**config.mk**
```make
export PLATFORM = sky130hd
export DESIGN_NAME = uart_boot_loader
export DESIGN_NICKNAME = d
export VERILOG_FILES = /design/src/rtl/uart_boot_loader.sv
export SDC_FILE = /design/constraint.sdc
export NUM_CORES = 1
export LEC_CHECK = 0
export BUFFER_PORTS_ARGS = -buffer_cell sky130_fd_sc_hd__clkbuf_2
export CAP_MARGIN = 20
export CORE_UTILIZATION = 59
export CTS_CLUSTER_DIAMETER = 120
export DETAILED_ROUTE_END_ITERATION = 12
export GPL_TIMING_DRIVEN = 0
export PLACE_DENSITY = 0.82
export SLEW_MARGIN = 20
export SYNTH_ARGS = -nofsm -noshare
export SYNTH_HDL_FRONTEND = slang
export SYNTH_SLANG_ARGS = --single-unit
```
**constraint.sdc**
```tcl
create_clock -name clk -period 3.2 [get_ports clk]
set_clock_uncertainty 0.05 [all_clocks]
set_input_delay 0.32 -clock clk [delete_from_list [all_inputs] [get_ports clk]]
set_output_delay 0.32 -clock clk [all_outputs]
set_load 0.05 [all_outputs]
```
**src/rtl/uart_boot_loader.sv**
```systemverilog
// UART 8N1 receiver feeding a little-endian word assembler that streams a
// program image into MCU memory; loading_active holds the MCU in reset meanwhile.
module uart_boot_loader #(
  parameter int CLK_FREQUENCY = 50000000,
  parameter int BAUD_RATE     = 115200,
  parameter int ADDR_WIDTH    = 12,
  parameter int IDLE_TIMEOUT  = 5000000
) (
  input  logic                  clk,
  input  logic                  reset_n,
  input  logic                  rx,
  output logic                  loading_active,
  output logic                  mem_we,
  output logic [ADDR_WIDTH-1:0] mem_addr,
  output logic [31:0]           mem_wdata,
  output logic                  byte_valid,
  output logic [7:0]            byte_data,
  output logic                  frame_error
);

  localparam int DIV = CLK_FREQUENCY / BAUD_RATE;
  localparam int CW  = $clog2(DIV + 1);
  localparam int TW  = $clog2(IDLE_TIMEOUT + 1);
  localparam logic [CW-1:0] HALF_LOAD = CW'(DIV / 2 - 1);
  localparam logic [CW-1:0] FULL_LOAD = CW'(DIV - 1);
  localparam logic [TW-1:0] TO_LAST   = TW'(IDLE_TIMEOUT - 1);

  typedef enum logic [1:0] {IDLE, START, DATA, STOP} state_t;

  state_t          state, state_n;
  logic [CW-1:0]   cnt, cnt_n;
  logic [2:0]      bit_idx, bit_idx_n;
  logic [7:0]      shift, shift_n;
  logic            byte_ok, frm_err;
  logic            rx_meta, rx_s, rx_prev;

  logic [1:0]            byte_cnt;
  logic [23:0]           word_buf;
  logic [ADDR_WIDTH-1:0] word_addr;
  logic [TW-1:0]         to_cnt;

  // Synchronizer and edge-history flops idle high so reset never fakes a start bit
  always_ff @(posedge clk or negedge reset_n) begin
    if (!reset_n) begin
      rx_meta <= 1'b1;
      rx_s    <= 1'b1;
      rx_prev <= 1'b1;
    end else begin
      rx_meta <= rx;
      rx_s    <= rx_meta;
      rx_prev <= rx_s;
    end
  end

  always_ff @(posedge clk or negedge reset_n) begin
    if (!reset_n) begin
      state   <= IDLE;
      cnt     <= '0;
      bit_idx <= '0;
      shift   <= '0;
    end else begin
      state   <= state_n;
      cnt     <= cnt_n;
      bit_idx <= bit_idx_n;
      shift   <= shift_n;
    end
  end

  always_comb begin
    state_n   = state;
    cnt_n     = (cnt != '0) ? cnt - CW'(1) : cnt;
    bit_idx_n = bit_idx;
    shift_n   = shift;
    byte_ok   = 1'b0;
    frm_err   = 1'b0;
    unique case (state)
      IDLE: begin
        cnt_n = cnt;
        if (rx_prev && !rx_s) begin
          cnt_n   = HALF_LOAD;
          state_n = START;
        end
      end
      START: begin
        if (cnt == '0) begin
          if (!rx_s) begin
            cnt_n     = FULL_LOAD;
            bit_idx_n = 3'd0;
            state_n   = DATA;
          end else begin
            state_n = IDLE;
          end
        end
      end
      DATA: begin
        if (cnt == '0) begin
          shift_n = {rx_s, shift[7:1]};
          cnt_n   = FULL_LOAD;
          if (bit_idx == 3'd7) state_n = STOP;
          else bit_idx_n = bit_idx + 3'd1;
        end
      end
      STOP: begin
        if (cnt == '0) begin
          byte_ok = rx_s;
          frm_err = !rx_s;
          state_n = IDLE;
        end
      end
      default: state_n = IDLE;
    endcase
  end

  // A byte arriving in the same cycle as the timeout keeps the session alive
  always_ff @(posedge clk or negedge reset_n) begin
    if (!reset_n) begin
      byte_valid     <= 1'b0;
      byte_data      <= '0;
      frame_error    <= 1'b0;
      mem_we         <= 1'b0;
      mem_addr       <= '0;
      mem_wdata      <= '0;
      loading_active <= 1'b0;
      byte_cnt       <= '0;
      word_buf       <= '0;
      word_addr      <= '0;
      to_cnt         <= '0;
    end else begin
      byte_valid  <= byte_ok;
      frame_error <= frm_err;
      mem_we      <= 1'b0;
      if (byte_ok) begin
        byte_data      <= shift;
        loading_active <= 1'b1;
        to_cnt         <= '0;
        unique case (byte_cnt)
          2'd0: word_buf[7:0]   <= shift;
          2'd1: word_buf[15:8]  <= shift;
          2'd2: word_buf[23:16] <= shift;
          default: begin
            mem_we    <= 1'b1;
            mem_wdata <= {shift, word_buf};
            mem_addr  <= word_addr;
            word_addr <= word_addr + ADDR_WIDTH'(1);
          end
        endcase
        byte_cnt <= byte_cnt + 2'd1;
      end else if (loading_active) begin
        if (to_cnt == TO_LAST) begin
          loading_active <= 1'b0;
          to_cnt         <= '0;
          byte_cnt       <= '0;
          word_addr      <= '0;
        end else begin
          to_cnt <= to_cnt + TW'(1);
        end
      end
    end
  end

endmodule

```
==> results of run 1 <==
-- per-layer routing --
metal / vias to the layer above / GRT usage / share of wire
li1: 2112 / - / -
met4: 0 / 0.122 / 0.025
met2: 156 / 0.453 / 0.51
met1: 2309 / 0.336 / 0.41
met3: 32 / 0.0742 / 0.051
met5: - / 0 / 0
-- per-stage QoR --
| step | hold WS, ns | TNS (ns) |
|---|---|---|
| after detailed placement | 0.230 | 0 |
| after floorplan | -0.0256 | 0 |
| after global routing | 0.258 | 0 |
| after global placement | 0.296 | -47.46 |
| final | 0.232 | 0 |
| after CTS | 0.227 | 0 |
-- final timing paths --
| path | startpoint | end | slack (ns) | cells after the start |
|---|---|---|---|---|
| worst min register to register | rx_meta$_DFF_PN1_ | rx_s$_DFF_PN1_ | 0.31 | 0 |
| worst min-delay path | reset_n | word_buf[4]$_DFFE_PN0P_ | 0.23 | 2 |
| worst max-delay path | cnt[0]$_DFFE_PN0P_ | word_buf[10]$_DFFE_PN0P_ | 0.51 | 7 |
| worst max register to register | cnt[0]$_DFFE_PN0P_ | word_buf[10]$_DFFE_PN0P_ | 0.51 | 7 |
| min in group clk | rx_meta$_DFF_PN1_ | rx_s$_DFF_PN1_ | 0.31 | 0 |
| max in group asynchronous | reset_n | rx_prev$_DFF_PN1_ | 2.08 | 3 |
-- power groups by stage --
stage          Combinational, mW  Clock [mW]  Sequential, mW
2_1_floorplan              0.289           0            1.96
3_3_place_gp               0.367           0            1.98
3_5_place_dp               0.394           0            1.98
4_1_cts                    0.403        2.01            1.95
5_1_grt                    0.465        2.08            1.96
6_report                   0.404        1.98            1.96
-- state kept, by name (all words and copies together), names as in the netlist, 2 cells and up, named ones only --
register   cells
word_addr     12
mem_wdata     32
to_cnt        23
shift          8
bit_idx        3
byte_data      8
word_buf      24
cnt            9
mem_addr      12
byte_cnt       2
-- final cells by class --
| class | count | area [sq um] |
|---|---|---|
| timing repair buffer | 61 | 347 |
| tap | 136 | 170 |
| inverter | 12 | 45.0 |
| multi-input combinational | 373 | 2600 |
| buffer | 22 | 91.3 |
| sequential | 142 | 3560 |
| clock buffer | 18 | 428 |
| fill | 692 | 2920 |
| clock inverter | 14 | 168 |
-- placed cells by master, fill, tap and decap left out, drive strengths merged, types with 8 or more instances in the layout --
master	instances
xor2	8
nor3	16
nand4	12
nor4	15
nand3	18
and3	8
dfrtp	139
mux2i	9
inv	20
xnor2	12
clkbuf	89
o21ai	20
ha	11
nand2	72
a21oi	8
nor2	44
mux2	77
buf	10
-- kinds of logic after synthesis --
family          after synthesis  share of synthesized area
simple gates                211                      0.167
xor+xnor                     20                     0.0278
mux                          86                      0.152
fa+ha+maj                    11                     0.0219
buf+inv                      34                     0.0217
compound gates               45                     0.0442
flops                       142                      0.565
==> results.cfg, run 1 <==
[critical_path]
startpoint_type = flop
critPathRequiredTime_ns = 3.57
path_buf_inv = 2
slowest_delay_ns = 0.50
worst_path_max_delay_cell = or4b_4
crit_type = reg2reg
crit_path_max_fanout = 10
path_cells = inv_1, ha_1, or4b_4, nor3_1, buf_2, nand2_1, mux2_2
crit_family = simple AND/OR/NAND/NOR gates
worst_ep_arrival_time_ns = 3.06
crit_path_end_kind = flop

[timing]
rsz0062_at_grt = false
postLayoutSetupSlackWorst_ns = 0.514
worst_pin_slew_ns = 0.739
max_freq_mhz = 372
period_needed_ns = 2.69
finalHoldViolations = 0
setup_violations = 0
relSlewSlack = 0.503
slew_violations = 0
fin_crit_sh = 0.839

[pwr]
p_int_mw = 3.19
swShare = 0.266
peakVddDrop_uv = 372
power_frac_comb = 0.093
pwr-share-seq = 0.450
p_total_mw = 4.35
p_sw_mw = 1.15
p_leak_nw = 3.65
pwr-share-clk = 0.457
powerDensity_mw_per_mm2 = 587

[place]
pre_cts_ws_ns = 0.517
dp_cells = 744
gp_congestion = 0.915
io_buffers = 58
placed_area_sq_mm = 0.00679
hpwl_um = 9040

[die]
coreArea_sq_mm = 0.0103
num_rows = 37
fp.dieW_um = 105
fp.dieArea_sq_mm = 0.0111
initial_core_util = 0.609
ios = 59
die_height_um = 105

[outcome]
outcome = finished clean

[routing]
route.vias.total = 4609
antenna_left = 0
wire_per_inst_um = 17.9
dr.first_iter.drc_count = 252
firstDrtPassIters = 5
drt-total-wl_um = 13900
drt-vias-per-instance = 5.92
remaining_drc_errors = 0

[cells_and_area]
final_area_sq_mm = 0.00740
post-route-util = 0.717
stdcell_count = 778
drive_gt1_frac = 0.276
nNetsFinal = 643
synthToLayoutAreaGrowth_pct = 17.7
diodes = 0

[logic_synthesis]
syn_avg_cell_area_sq_um = 11.5
yosysWarnings = 0
synth_top_area_share = 0.553
synth.most_common_cell = dfrtp_1
syn_nets = 563
synth_area_sq_mm = 0.00629
postSynthCellCount = 549
synth.ff_latch_count = 142
ys_seq_area_frac = 0.565
yosys-top-cells-count = 139 x dfrtp_1, 73 x mux2_2, 72 x nand2_1
yosysUniqueCellTypes = 52
synth-main-ff-cell = dfrtp_1
synth_edf_count = 0
async_reset_ff_frac = 1.00
yosysTopAreaCell = dfrtp_1
synth_area_leaders = dfrtp_1 55%, mux2_2 13%, nand2_1 4.3%

[hold_path]
hold_path.class = in2async

[clock_network]
cts_setup_buffers = 0
clkLatencyLatePin_ns = 0.54
clk_pin_slew_ns = 0.07
post_cts_resize_count = 0
cts_tree = yes
clockBufferDepth = 2
cts.sinks = 142
cts_hold_buf = 2
cts_root_buf = clkbuf_8
cts.htree.levels = 4
cts_buffers = 17

[grt]
grt.overflow.total = 0
antenna_found_initial = 0
grt_pass1_vias = 4714
grt_first_pass_wirelength_um = 23200
track_usage = 0.273
grt_max_degree = 98

[job]
maxCapViolations = 0
No activity file was read; power rests on OpenSTA's default activity.
==> run 2: changes to the inputs <==
--- a/config.mk
+++ b/config.mk
@@ -5,13 +5,14 @@
 export SDC_FILE = /design/constraint.sdc
 export NUM_CORES = 1
 export LEC_CHECK = 0
+export ABC_AREA = 1
 export BUFFER_PORTS_ARGS = -buffer_cell sky130_fd_sc_hd__clkbuf_2
 export CAP_MARGIN = 20
-export CORE_UTILIZATION = 59
+export CORE_UTILIZATION = 54
 export CTS_CLUSTER_DIAMETER = 120
 export DETAILED_ROUTE_END_ITERATION = 12
 export GPL_TIMING_DRIVEN = 0
-export PLACE_DENSITY = 0.82
+export PLACE_DENSITY = 0.79
 export SLEW_MARGIN = 20
 export SYNTH_ARGS = -nofsm -noshare
 export SYNTH_HDL_FRONTEND = slang
==> constraint.sdc (replaced) <==
create_clock -name clk -period 2.4 [get_ports clk]
set_clock_uncertainty 0.05 [all_clocks]
set_input_delay 0.24 -clock clk [delete_from_list [all_inputs] [get_ports clk]]
set_output_delay 0.24 -clock clk [all_outputs]
set_load 0.05 [all_outputs]
==> results.cfg, run 2 <==
[clock_network]
cts_tree = yes
cts_root_buf = clkbuf_16
clk_pin_slew_ns = 0.06
cts_buffers = 17
cts.htree.levels = 4
cts.sinks = 142
clkLatencyLatePin_ns = 0.43
clockBufferDepth = 2

[logic_synthesis]
yosysWarnings = 0
yosys-top-cells-count = 294 x nand2_1, 139 x dfrtp_1, 82 x o21ai_0
syn_nets = 851
synth_edf_count = 0
synth_area_leaders = dfrtp_1 52%, nand2_1 16%, o21ai_0 6.1%
postSynthCellCount = 837
async_reset_ff_frac = 1.00
yosysTopAreaCell = dfrtp_1
synth_area_sq_mm = 0.00674
synth.most_common_cell = nand2_1
ys_seq_area_frac = 0.528
synth-main-ff-cell = dfrtp_1
yosysUniqueCellTypes = 32
syn_avg_cell_area_sq_um = 8.05
synth.ff_latch_count = 142
synth_top_area_share = 0.516

[timing]
slew_violations = 0
finalHoldViolations = 0
fin_crit_sh = 0.916
rsz0062_at_grt = false
period_needed_ns = 2.20
relSlewSlack = 0.622
max_freq_mhz = 455
worst_pin_slew_ns = 0.567
setup_tns_ns = 0
setup_violations = 0

[job]
maxCapViolations = 0

[outcome]
outcome = finished clean

[cells_and_area]
nNetsFinal = 933
top_register = mem_wdata
final_area_sq_mm = 0.00791
final_common_cell = nand2_1
mostFrequentLayoutCells = 294 x nand2_1, 139 x dfrtp_1, 82 x o21ai_0, 79 x inv_1, 64 x nor2_1
post-route-util = 0.653
top_regs = mem_wdata x32, word_buf x24, to_cnt x23
drive_gt1_frac = 0.135
diodes = 0
largest_reg_flops = 32
synthToLayoutAreaGrowth_pct = 17.4

[critical_path]
startpoint_type = flop
crit_type = reg2reg
critPathRequiredTime_ns = 2.69
crit_path_max_fanout = 10
worst_ep_arrival_time_ns = 2.49
crit_path_end_kind = flop

[grt]
antenna_found_initial = 0
grt.overflow.total = 0
track_usage = 0.264
grt_first_pass_wirelength_um = 26500
grt_max_degree = 82
grt_pass1_vias = 5591

[routing]
wire_per_inst_um = 14.4
route.vias.total = 5945
drt-vias-per-instance = 5.40
antenna_left = 0
drt-total-wl_um = 15800
firstDrtPassIters = 5
remaining_drc_errors = 0
dr.first_iter.drc_count = 540

[die]
fp.dieArea_sq_mm = 0.0129
num_rows = 40
coreArea_sq_mm = 0.0121
die_height_um = 114
fp.dieW_um = 114
initial_core_util = 0.556
ios = 59

[pwr]
powerDensity_mw_per_mm2 = 720
peakVddDrop_uv = 612
p_leak_nw = 3.97

[place]
placed_area_sq_mm = 0.00728
hpwl_um = 10500
gp_congestion = 0.916
io_buffers = 58

[hold_path]
hold_path.class = in2async
## run 2: cell count changes after synthesis, sizes merged, moves of 6 or more
cell   previous run  this run
a21oi             8         2
and3              8         0
inv              11        81
mux2             77         0
mux2i             9         0
nand2            72       301
nand3            18        47
nand4            12        41
nor2             44        69
nor3             16         8
nor4             15         1
o21ai            20        85
xnor2            12         0
## run 2: cell type report
| type | count | area, sq um |
|---|---|---|
| Sequential cell | 142 | 3560 |
| Fill cell | 1015 | 4200 |
| Clock buffer | 19 | 443 |
| Multi-Input combinational cell | 589 | 2760 |
| Tap cell | 168 | 210 |
| Clock inverter | 13 | 151 |
| Buffer | 25 | 123 |
| Timing Repair Buffer | 63 | 362 |
| Inverter | 81 | 304 |
## run 2: timing repair
action | 4_1_cts | 5_1_grt
hold buffers | 2 | 0
resized for setup | 0 | 4
setup endpoints to repair | 0 | 26
hold endpoints to repair | 59 | 0
buffers inserted | 0 | 2
## run 2: logic make-up after synthesis
family                     count (synthesis)  share of synthesized area
buffers and inverters                    106                     0.0631
xor gates and xnor gates                  13                     0.0169
AOI/OAI and AO/OA                         94                     0.0719
adders and majority gates                 11                     0.0204
DFF                                      142                      0.528
and+or+nand+nor                          471                      0.300
## run 2: stage by stage
| step | setup WS [ns] | std cells | hold WS [ns] | total power, mW |
|---|---|---|---|---|
| after floorplan | 0.608 | 837 | -0.106 | 2.94 |
| after global placement | -1.32 | 1063 | 0.279 | 3.07 |
| after detailed placement | 0.152 | 1064 | 0.214 | 3.10 |
| after CTS | 0.136 | 1098 | 0.309 | 5.74 |
| after global routing | 0.0331 | 1100 | 0.315 | 5.93 |
| final | 0.202 | 1100 | 0.308 | 5.70 |
## run 2: path summary, 6_finish.rpt
path,startpoint,to,slack (ns),depth (start not counted)
min,reset_n,cnt[3]$_DFFE_PN0P_,0.31,2
max reg2reg,cnt[0]$_DFFE_PN0P_,mem_wdata[26]$_DFFE_PN0P_,0.20,9
min reg2reg,rx_meta$_DFF_PN1_,rx_s$_DFF_PN1_,0.31,0
min in group clk,rx_meta$_DFF_PN1_,rx_s$_DFF_PN1_,0.31,0
max,cnt[0]$_DFFE_PN0P_,mem_wdata[26]$_DFFE_PN0P_,0.20,9
max in group asynchronous,reset_n,mem_addr[3]$_DFFE_PN0P_,1.21,3
## run 2: report_power, final
part	switching [mW]	total [mW]	internal, mW
clock network	1.05	2.63	1.57
registers	0.0942	2.56	2.47
logic	0.343	0.508	0.164
total	1.49	5.70	4.21
## run 2: critical path, cell delays in order (launching register included)
cell	delay, ns
dfrtp_1	0.42
inv_1	0.14
ha_1	0.25
nand3_2	0.12
nor2_4	0.20
nand3_2	0.19
inv_2	0.10
nand2_1	0.19
clkbuf_1	0.26
o21ai_0	0.20
## run 2: layer usage
metal,share of wire,GRT usage,routed length [um]
met1,0.44,0.345,7010
met2,0.48,0.425,7530
met3,0.053,0.0664,837
met4,0.025,0.103,401
met5,0,0,0
